`src/rtl/vga_pkg.sv`:
```
// vga_pkg: shared widths, grant encoding and 4/4/4 colour layout for the frame-buffer path
//   DEF_ADDR_W / DEF_DATA_W : default address and pixel widths (160x120 x 12-bit)
//   gnt_t                   : frame-buffer port owner for one cycle
//   *_LSB / CHAN_W          : colour field offsets inside a pixel word
package vga_pkg;
    localparam int DEF_ADDR_W = 15;
    localparam int DEF_DATA_W = 12;
    localparam int CHAN_W = 4;
    localparam int RED_LSB = 8;
    localparam int GRN_LSB = 4;
    localparam int BLU_LSB = 0;
    typedef enum logic [1:0] {GNT_IDLE, GNT_READ, GNT_WRITE} gnt_t;
    function automatic logic [DEF_DATA_W-1:0] rgb(input logic [CHAN_W-1:0] r, input logic [CHAN_W-1:0] g,
                                                   input logic [CHAN_W-1:0] b);
        return {r, g, b};
    endfunction
endpackage

```
`src/rtl/fb_wr_fifo.sv`:
```
// fb_wr_fifo: synchronous write FIFO holding {addr, data} pairs for the frame buffer
//   push/din  : enqueue (ignored when full)
//   pop/head  : dequeue / current oldest entry (pop ignored when empty)
//   count     : occupancy, 0..DEPTH
//   full/empty: decoded from count
module fb_wr_fifo #(
    parameter int DEPTH = 4,
    parameter int WIDTH = 27,
    localparam int AW = $clog2(DEPTH)
) (
    input  logic             clk,
    input  logic             rst,
    input  logic             push,
    input  logic [WIDTH-1:0] din,
    input  logic             pop,
    output logic [WIDTH-1:0] head,
    output logic [AW:0]      count,
    output logic             full,
    output logic             empty
);
    logic [WIDTH-1:0] mem [DEPTH];
    logic [AW-1:0] wptr, rptr;
    logic do_push, do_pop;
    assign full = count == (AW+1)'(DEPTH);
    assign empty = count == '0;
    assign do_push = push && !full;
    assign do_pop = pop && !empty;
    assign head = mem[rptr];
    always_ff @(posedge clk)
        if (do_push) mem[wptr] <= din;
    // Pointers wrap naturally because DEPTH is a power of two.
    always_ff @(posedge clk or posedge rst)
        if (rst) begin
            wptr <= '0;
            rptr <= '0;
            count <= '0;
        end else begin
            wptr <= wptr + AW'(do_push);
            rptr <= rptr + AW'(do_pop);
            count <= count + (AW+1)'(do_push) - (AW+1)'(do_pop);
        end
endmodule

```
`src/rtl/vga_fb_arbiter.sv`:
```
// vga_fb_arbiter: shares the single-port frame buffer between scan-out reads and buffered pixel writes
//   rd_req/rd_addr -> rd_valid/rd_data : scan-out reads, absolute priority, one-cycle latency
//   wr_valid/wr_addr/wr_data/wr_ready : writer handshake into the write FIFO
//   mem_*                             : frame-buffer RAM port (synchronous read data on mem_rdata)
//   starve/starve_clr                 : sticky flag for writes blocked STARVE_LIMIT cycles in a row
module vga_fb_arbiter
    import vga_pkg::*;
#(
    parameter int ADDR_W = DEF_ADDR_W,
    parameter int DATA_W = DEF_DATA_W,
    parameter int FIFO_DEPTH = 4,
    parameter int STARVE_LIMIT = 1024
) (
    input  logic              clk,
    input  logic              rst,
    input  logic              rd_req,
    input  logic [ADDR_W-1:0] rd_addr,
    output logic              rd_valid,
    output logic [DATA_W-1:0] rd_data,
    input  logic              wr_valid,
    input  logic [ADDR_W-1:0] wr_addr,
    input  logic [DATA_W-1:0] wr_data,
    output logic              wr_ready,
    output logic              mem_en,
    output logic              mem_we,
    output logic [ADDR_W-1:0] mem_addr,
    output logic [DATA_W-1:0] mem_wdata,
    input  logic [DATA_W-1:0] mem_rdata,
    output logic              starve,
    input  logic              starve_clr
);
    localparam int CW = $clog2(FIFO_DEPTH) + 1;
    localparam int BW = $clog2(STARVE_LIMIT + 1);
    gnt_t gnt, last_gnt;
    logic ready_q, full, empty, blocked, starve_set;
    logic [CW-1:0] count;
    logic [BW-1:0] blk_cnt;
    logic [ADDR_W-1:0] head_addr;
    logic [DATA_W-1:0] head_data;
    // Reads always win; the FIFO only gets the port when scan-out is idle.
    always_comb gnt = rst ? GNT_IDLE : rd_req ? GNT_READ : empty ? GNT_IDLE : GNT_WRITE;
    assign mem_en = gnt != GNT_IDLE;
    assign mem_we = gnt == GNT_WRITE;
    assign mem_addr = rd_req ? rd_addr : head_addr;
    assign mem_wdata = head_data;
    assign rd_valid = last_gnt == GNT_READ;
    assign rd_data = mem_rdata;
    // ready_q keeps wr_ready low during reset; full comes from the registered count.
    assign wr_ready = ready_q && !full;
    assign blocked = rd_req && count != '0;
    assign starve_set = blocked && blk_cnt >= BW'(STARVE_LIMIT - 1);
    fb_wr_fifo #(
        .DEPTH(FIFO_DEPTH),
        .WIDTH(ADDR_W + DATA_W)
    ) u_fifo (
        .clk  (clk),
        .rst  (rst),
        .push (wr_valid && wr_ready),
        .din  ({wr_addr, wr_data}),
        .pop  (mem_we),
        .head ({head_addr, head_data}),
        .count(count),
        .full (full),
        .empty(empty)
    );
    always_ff @(posedge clk or posedge rst)
        if (rst) begin
            last_gnt <= GNT_IDLE;
            ready_q <= 1'b0;
            blk_cnt <= '0;
            starve <= 1'b0;
        end else begin
            last_gnt <= gnt;
            ready_q <= 1'b1;
            blk_cnt <= !blocked ? '0 : blk_cnt == BW'(STARVE_LIMIT) ? blk_cnt : blk_cnt + BW'(1);
            starve <= starve_set || (starve && !starve_clr);
        end
endmodule

```
`config.mk`:
```
export PLATFORM = sky130hd
export DESIGN_NAME = vga_fb_arbiter
export DESIGN_NICKNAME = d
export VERILOG_FILES = /design/src/rtl/vga_pkg.sv /design/src/rtl/fb_wr_fifo.sv /design/src/rtl/vga_fb_arbiter.sv
export SDC_FILE = /design/constraint.sdc
export NUM_CORES = 1
export LEC_CHECK = 0
export CAP_MARGIN = 20
export CORE_ASPECT_RATIO = 1.2
export CORE_MARGIN = 10
export CORE_UTILIZATION = 55
export CTS_CLUSTER_DIAMETER = 80
export DETAILED_ROUTE_END_ITERATION = 10
export PLACE_DENSITY = 0.87
export SLEW_MARGIN = 10
export SYNTH_ARGS = -nofsm -noshare
export SYNTH_HDL_FRONTEND = slang
export SYNTH_SLANG_ARGS = --single-unit
export TNS_END_PERCENT = 1
```
`constraint.sdc`:
```
create_clock -name clk -period 9.2 [get_ports clk]
set_input_delay 2.76 -clock clk [delete_from_list [all_inputs] [get_ports clk]]
set_output_delay 2.76 -clock clk [all_outputs]
set_load 0.03 [all_outputs]
```
==> impl_metrics.tcl, run 1 <==
set metrics [dict create \
    track_usage_pct 16.5 \
    met3_length_um 829 \
    wl_per_cell_um 20.4 \
    finalMaxSlewViolations 0 \
    dr_wl_met2_um 5620 \
    hold_viol 0 \
    cap_violations 0 \
    synthesis.nets 377 \
    dr.max_layer_used "met4" \
    routabilityCongestion 0.725 \
    die_w_um 110 \
    grt_pass1_wl_um 17500 \
    hold_path.class "reg2reg" \
    cts_setup_buffers 0 \
    setup_tns_ns 0 \
    synth_top_family_by_area "multiplexers" \
    cts_resized 0 \
    synthMuxAreaShare_pct 11.9 \
    path_clk_slew_ns 0.05 \
    io_buffers 78 \
    tightest_slew_ns 0.978 \
    synthFlopType "edfxtp_1" \
    synth_compound_gate_area_share_pct 2.67 \
    drt-met1-wl_um 4060 \
    syn_area_per_cell_um2 17.0 \
    path_max_fanout 21 \
    io_pins 103 \
    overflow 0 \
    synthCells 311 \
    finClkSkew_ns 0.00913 \
    dp_hpwl_um 6860 \
    synthTopCellsByArea "edfxtp_1 (61%), mux4_2 (11%), dfrtp_1 (10%), nand2_1 (3.6%), buf_4 (2.1%)" \
    initial_core_util_pct 55.9 \
    syn_area_um2 5290 \
    hold_end "starve" \
    grt_pass1_vias 3204 \
    synthDistinctLibCells 40 \
    cts_tree "yes" \
    synth.most_common_cell "edfxtp_1" \
    detailedPlace.worstSlack_ns 1.41 \
    grt_max_degree 29 \
    nets 458 \
    min_path_cells 1 \
    power_frac_comb_pct 27.0 \
    fin_crit_ns 7.75 \
    yosys-top-cells-count "edfxtp_1 (108), nand2_1 (51), mux4_2 (27), dfrtp_1 (22), buf_4 (15)" \
    design_area_um2 6690 \
    p_int_uw 1370 \
    whs_ns 0.539 \
    synth.top_cell.area_share_pct 61.3 \
    synth-adder-area-share_pct 1.80 \
    num_vias 2995 \
    fmax_ghz 0.129 \
    antenna_found_initial 0 \
    netSwitchingPower_uw 580 \
    crit_path_end_kind "output pin" \
    hold_start "starve" \
    yosys.area_share.xor_xnor_pct 0.994 \
    numClockSinks 130 \
    slew_headroom_pct 34.8 \
    worstReg2RegEnd "u_fifo.count[2]" \
    synthSimpleGateAreaFrac_pct 7.07 \
    fin_ws_ns 1.45 \
    power_frac_clock_pct 32.2 \
    leakage_uw 0.00239 \
    synth_edf_count 108 \
    placeableCoreArea_um2 9470 \
    reg2reg_from "u_fifo.count[1]" \
    clk_path_buf_depth 2 \
    drive_above_1_share_pct 16.8 \
    fin_crit_sh_pct 84.2 \
    required_ns 6.44 \
    drc 0 \
    ir_worst_vdd_mv 0.179 \
    startpoint "rd_req" \
    row_count 39 \
    root_buffer "clkbuf_16" \
    pwr-share-seq_pct 40.8 \
    via_per_inst 5.67 \
    rsz0062_at_grt "false" \
    antenna_cells 0 \
    fp.dieH_um 127 \
    yosysSeqAreaShare_pct 71.7 \
    setup_viol 0 \
    firstDrtPassIters 4 \
    regToRegSetupSlack_ns 6.89 \
    r2r_cells 9 \
    power_density_nw_per_um2 291 \
    instances_no_fill 528 \
    fill_cells 598 \
    ant_nets 0 \
    drt_iter0_drc 225 \
    synth_area_leader_cell "edfxtp_1" \
    dpl.cell_count 496 \
    wirelength_um 10800 \
    cts_made_buffers 17 \
    status "completed" \
    die-area_um2 14000 \
    yosys_register_bits 130 \
    yosysWarnings 0 \
    synthArstFlopShare_pct 16.9 \
    worst-setup-path-type "in2out" \
    cts_max_level 4 \
    switching_share_pct 29.7 \
    holdBufCountCts 0 \
    clock_latency_ns 0.40 \
    placed_area_um2 6140 \
    setup.worst_path.start_class "input pin" \
    syn2layout_area_growth_pct 26.5 \
    arrival_ns 4.99 \
]
[critical path, stage by stage]
cell and delay [ns]:
clkdlybuf4s50_1 0.45, buf_4 0.26, clkinv_1 0.52, a21oi_1 0.29, clkdlybuf4s50_1 0.70
[kinds of logic after synthesis]
kind of cell / Yosys count
mux: 29
other cells: 1
fa+ha+maj: 7
simple gates: 82
flops: 130
xor+xnor: 6
compound gates: 21
buf+inv: 35
[metal layers]
layer	GRT usage [%]	vias to the layer above
met5	0	-
met4	6.60	0
met3	6.49	26
met2	27.1	121
met1	18.7	1508
li1	-	1340
[sequential cells by signal (all words and copies together) (netlist names)]
name	flops
u_fifo.mem	108
u_fifo.count	3
u_fifo.wptr	2
last_gnt	2
ready_q	1
blk_cnt	11
u_fifo.rptr	2
starve	1
[power by group through the flow]
stage | logic [uW] | registers [uW] | clock network [uW]
6_report | 527 | 796 | 627
5_1_grt | 562 | 809 | 662
4_1_cts | 536 | 798 | 636
3_5_place_dp | 528 | 808 | 0
3_3_place_gp | 522 | 802 | 0
2_1_floorplan | 398 | 754 | 0
[worst max path at each step]
stage	endpoint
2_1_floorplan	mem_we
3_3_place_gp	mem_en
3_5_place_dp	mem_en
4_1_cts	mem_en
5_1_grt	mem_en
6_report	mem_en
[layout make-up]
class	instances	area (um^2)	area share (%)
repair buffers	85	833	12.5
clock inverters	11	114	1.70
multi-input cells	146	1310	19.6
inverters	12	45.0	0.673
clock buffers	21	440	6.58
well taps	123	154	2.30
flip-flops and latches	130	3790	56.7
[cells in the final DEF, fill, tap and decap left out, drive strengths merged, types with 2 or more instances in the layout]
| cell | instances |
|---|---|
| edfxtp | 108 |
| clkdlybuf4s50 | 78 |
| nand2 | 51 |
| mux4 | 27 |
| dfrtp | 22 |
| clkbuf | 21 |
| inv | 11 |
| a21oi | 8 |
| nor2 | 7 |
| buf | 7 |
| clkinv | 7 |
| ha | 6 |
| o31ai | 5 |
| nand3 | 5 |
| nor3 | 5 |
| xor2 | 4 |
| or4 | 4 |
| clkinvlp | 3 |
| o21ai | 2 |
| xnor2 | 2 |
| nor3b | 2 |
| bufinv | 2 |
| or3 | 2 |
| nand4 | 2 |
[per-stage QoR]
step | utilization, % | total power (uW)
2_1_floorplan | - | 1150
3_3_place_gp | 64.8 | 1320
3_5_place_dp | 64.8 | 1340
4_1_cts | 70.7 | 1970
5_1_grt | 70.7 | 2030
6_report | 70.7 | 1950
Power figures use the tool's default switching activity.
==> run 2, diff against run 1 <==
Settings changed: CORE_UTILIZATION 55 to 52, PLACE_DENSITY 0.87 to 0.83.
Clock period 9.2 ns to 7.5 ns, I/O delays scaled along.
==> run 2 against run 1 <==
Net effect:
- sequential share of layout area shrank 0.36 points
- critical path type unchanged
- die area grew 4.8%
- final area increased by 0.64%
- register-to-register slack lost 1.7 ns
- first-iteration DRC count down 42%
- highest routed layer unchanged
- count of clock-buffer cells in the layout decreased by 3
- power up 25%
- final cell count rose by 0.57%
- hold slack worse by 0.027 ns
- global-route usage decreased by 1.3 points
==> impl_metrics.tcl, run 2 (synthesized netlist as in run 1, its figures left out) <==
set metrics [dict create \
    status "completed" \
    cts_made_buffers 17 \
    regMostFlops "u_fifo.mem" \
    antenna_found_initial 0 \
    layout_common_cells "edfxtp_1 (108), clkdlybuf4s50_1 (78), nand2_1 (51)" \
    power_density_nw_per_um2 361 \
    dp_hpwl_um 6770 \
    setup.worst_path.start_class "input pin" \
    root_buffer "clkbuf_16" \
    drive_above_1_share_pct 17.5 \
    antenna_cells 0 \
    hold_viol 0 \
    io_pins 103 \
    path_clk_slew_ns 0.05 \
    ant_nets 0 \
    numClockSinks 130 \
    design_area_um2 6740 \
    reg_top3 "u_fifo.mem: 108 flops, blk_cnt: 11 flops, u_fifo.count: 3 flops" \
    dpl.cell_count 499 \
    path_max_fanout 21 \
    drc 0 \
    holdBufCountCts 0 \
    wl_per_cell_um 20.0 \
    grt_max_degree 29 \
    syn2layout_area_growth_pct 27.3 \
    drt_iter0_drc 131 \
    fin_crit_ns 6.80 \
    finClkSkew_ns 0.00569 \
    finalMaxSlewViolations 0 \
    crit_path_end_kind "output pin" \
    cts_max_level 4 \
    hold_path.class "reg2reg" \
    die_w_um 112 \
    placeableCoreArea_um2 9960 \
    io_buffers 78 \
    grt_pass1_wl_um 16900 \
    fmax_ghz 0.147 \
    die-area_um2 14600 \
    fp.dieH_um 130 \
    num_vias 2923 \
    cts_resized 0 \
    arrival_ns 4.55 \
    instances_no_fill 531 \
    cts_setup_buffers 0 \
    worst-setup-path-type "in2out" \
    track_usage_pct 15.1 \
    largest_register_ffs 108 \
    clock_latency_ns 0.41 \
    initial_core_util_pct 53.1 \
    setup_tns_ns 0 \
    wirelength_um 10600 \
    tightest_slew_ns 0.936 \
    slew_headroom_pct 37.6 \
    clk_path_buf_depth 2 \
    row_count 40 \
    firstDrtPassIters 4 \
    grt_pass1_vias 3168 \
    cap_violations 0 \
    setup_viol 0 \
    rsz0062_at_grt "false" \
    overflow 0 \
    via_per_inst 5.50 \
    cts_tree "yes" \
    required_ns 5.25 \
    fin_crit_sh_pct 90.7 \
    ir_worst_vdd_mv 0.245 \
    placed_area_um2 6140 \
    routabilityCongestion 0.754 \
    leakage_uw 0.00241 \
    detailedPlace.worstSlack_ns 0.715 \
    fin_ws_ns 0.701 \
    nets 458 \
    layout_commonest_cell "edfxtp_1" \
]
-- run 2: cell count changes in the layout (fill, tap and decap cells not counted), sizes merged --
cell and change:
bufinv +1, clkinvlp +1, inv +1, clkbuf -3
-- run 2: critical path, stage by stage --
cell and delay [ns]:
clkdlybuf4s50_1 0.46, buf_4 0.27, clkinv_1 0.55, a21oi_1 0.31, clkdlybuf4s50_1 0.70
-- run 2: routing by layer --
layer,up-vias,track usage [%],routed length [um]
met1,1469,15.7,3930
li1,1348,-,-
met3,25,5.88,686
met2,81,26.1,5710
met5,-,0,0
met4,0,7.92,278
-- run 2: per-stage QoR --
step / total power (uW) / util [%] / hold WS [ns]
6_report: 2430 / 67.6 / 0.512
2_1_floorplan: 1410 / - / 0.480
3_5_place_dp: 1640 / 61.7 / 0.508
4_1_cts: 2460 / 67.6 / 0.520
3_3_place_gp: 1620 / 61.7 / 0.499
5_1_grt: 2540 / 67.6 / 0.534
-- run 2: power breakdown --
group / leakage (uW) / switching (uW) / total (uW) / internal [uW]
Sequential: 0.00126 / 88.5 / 966 / 877
Clock: 0.000277 / 293 / 812 / 520
Combinational: 0.000869 / 335 / 654 / 319
-- run 2: path summary, 6_finish.rpt --
kind                            startpoint              end  slack (ns)  depth (start not counted)
setup / recovery                    rd_req           mem_en        0.70                          5
hold / removal                      starve           starve        0.51                          1
setup reg to reg           u_fifo.count[1]  u_fifo.count[2]        5.18                          9
hold reg to reg                     starve           starve        0.51                          1
max in group asynchronous              rst   u_fifo.rptr[0]        4.49                          2
min in group asynchronous              rst       blk_cnt[1]        2.45                          2
-- run 2: area by class of cell --
type                       instances  area [um^2]
timing repair buffer              85          833
tap                              126          158
clock buffer                      18          429
inverter                          12         45.0
sequential                       130         3790
multi-input combinational        146         1310
clock inverter                    14          164
fill                             610         3220
==> run 3, diff against run 2 <==
Settings changed: CAP_MARGIN 20 to 5, CORE_UTILIZATION 52 to 53, CTS_BUF_LIST set to sky130_fd_sc_hd__clkbuf_8, PLACE_DENSITY 0.83 to 0.84.
Clock period 7.5 ns to 7.51 ns, I/O delays scaled along.
==> run 3 against run 2 <==
Net effect:
- global-route usage increased by 0.37 points
- first-iteration DRC count increased by 13%
- via count increased by 1.1%
- hold slack improved by 0.018 ns
- clock power decreased by 21%
- clock skew increased by 0.0019 ns
- register-to-register slack about the same
- setup slack improved by 0.024 ns
- largest cell class unchanged
- highest routed layer unchanged
==> impl_metrics.tcl, run 3 (synthesized netlist as in run 1, its figures left out) <==
set metrics [dict create \
    finalMaxSlewViolations 0 \
    pwr-share-seq_pct 43.1 \
    power_frac_comb_pct 28.6 \
    worst-setup-path-type "in2out" \
    crit_path_end_kind "output pin" \
    cts_max_level 4 \
    num_vias 2956 \
    crit_path_frequent_cell "clkdlybuf4s50_1" \
    ir_worst_vdd_mv 0.299 \
    grt_pass1_wl_um 17300 \
    setup_tns_ns 0 \
    fill_cells 614 \
    placeableCoreArea_um2 9610 \
    antenna_cells 0 \
    cts_made_buffers 17 \
    layout_commonest_cell "edfxtp_1" \
    drt_iter0_drc 148 \
    fin_crit_ns 6.78 \
    register_area_um2 3790 \
    holdBufCountCts 0 \
    grt_max_degree 29 \
    power_density_nw_per_um2 344 \
    netSwitchingPower_uw 703 \
    multi_input_area_um2 1320 \
    wirelength_um 10800 \
    finClkSkew_ns 0.00755 \
    power.total_uw 2260 \
    arrival_ns 4.53 \
    syn2layout_area_growth_pct 24.3 \
    status "completed" \
    path_clk_slew_ns 0.08 \
    numClockSinks 130 \
    row_count 39 \
    via_per_inst 5.61 \
    die_w_um 111 \
    io_pins 103 \
    drc 0 \
    path_buf_inv 4 \
    grt_pass1_vias 3259 \
    dp_hpwl_um 7300 \
    routabilityCongestion 0.711 \
    switching_share_pct 31.1 \
    layout_common_cells "edfxtp_1 (108), clkdlybuf4s50_1 (78), nand2_1 (51)" \
    hold_viol 0 \
    ant_nets 0 \
    fp.dieH_um 129 \
    drive_above_1_share_pct 18.1 \
    firstDrtPassIters 4 \
    reg_top3 "u_fifo.mem: 108 flops, blk_cnt: 11 flops, u_fifo.count: 3 flops" \
    crit_chain "clkdlybuf4s50_1, buf_4, clkinv_1, a21oi_1, clkdlybuf4s50_1" \
    fmax_ghz 0.147 \
    power_frac_clock_pct 28.3 \
    cts_setup_buffers 0 \
    initial_core_util_pct 55.0 \
    setup_viol 0 \
    cp_top_family "buffers and inverters" \
    clk_path_buf_depth 2 \
    clock_latency_ns 0.42 \
    setup.worst_path.start_class "input pin" \
    track_usage_pct 15.5 \
    fin_crit_sh_pct 90.3 \
    path_max_fanout 21 \
    cap_violations 0 \
    cts_tree "yes" \
    largest_register_ffs 108 \
    cts_resized 0 \
    crit_slowest_cell "clkdlybuf4s50_1" \
    required_ns 5.26 \
    slew_headroom_pct 35.7 \
    overflow 0 \
    hold_path.class "reg2reg" \
    rsz0062_at_grt "false" \
    die-area_um2 14400 \
    io_buffers 78 \
    cpPeakStageDelay_ns 0.69 \
    leakage_uw 0.00235 \
    wl_per_cell_um 20.5 \
    p_int_uw 1560 \
    antenna_found_initial 0 \
    tightest_slew_ns 0.964 \
    regMostFlops "u_fifo.mem" \
    root_buffer "clkbuf_8" \
    nets 457 \
]
## run 3: cell count changes in the layout (fill, tap and decap cells not counted), moves of 3 or more
| cell | before | now |
|---|---|---|
| clkbuf_16 | 17 | 0 |
| clkbuf_8 | 0 | 17 |
| inv_6 | 1 | 5 |
| clkinvlp_4 | 4 | 1 |
## run 3: layout make-up
type | count | area share, %
sequential | 130 | 57.7
clock inverter | 15 | 3.08
clock buffer | 17 | 3.56
inverter | 12 | 0.685
multi-input combinational | 146 | 20.0
timing repair buffer | 84 | 12.6
tap | 123 | 2.34
## run 3: worst paths after layout
check	startpoint	end	slack, ns	cells past startpoint
worst max-delay path	rd_req	mem_en	0.73	5
worst min-delay path	starve	starve	0.53	1
worst max register to register	u_fifo.count[1]	u_fifo.count[2]	5.19	9
worst min register to register	starve	starve	0.53	1
max in group asynchronous	rst	u_fifo.rptr[0]	4.47	2
min in group asynchronous	rst	blk_cnt[1]	2.47	2
## run 3: per-layer routing
layer | GRT usage [%] | wire (um) | vias up
met4 | 7.12 | 165 | 0
met1 | 16.8 | 4010 | 1479
met2 | 26.5 | 5730 | 125
met5 | 0 | 0 | -
li1 | - | - | 1338
met3 | 5.96 | 909 | 14
## run 3: stage by stage
stage	instance area (um^2)	hold slack, ns	util, %	instances	setup WS [ns]
floorplan	5290	0.480	-	311	2.10
global placement	6130	0.495	63.8	495	0.769
detailed placement	6130	0.516	63.8	495	0.723
CTS	6570	0.534	68.3	527	0.737
global route	6570	0.569	68.4	527	0.627
finish	6570	0.529	68.4	527	0.725
## run 3: worst register-to-register path, stage by stage (launching register included)
cell	delay [ns]
dfrtp_1	0.47
nor3_1	0.41
nor3_1	0.14
ha_1	0.29
inv_1	0.06
ha_1	0.13
inv_1	0.05
fa_1	0.37
xnor2_1	0.15
xnor2_1	0.13
## run 3: power groups by stage
stage               Combinational (uW)  Sequential (uW)  Clock, uW
finish                             647              973        641
global route                       691              992        687
global placement                   638              983          0
CTS                                655              978        651
detailed placement                 649              993          0
floorplan                          487              923          0
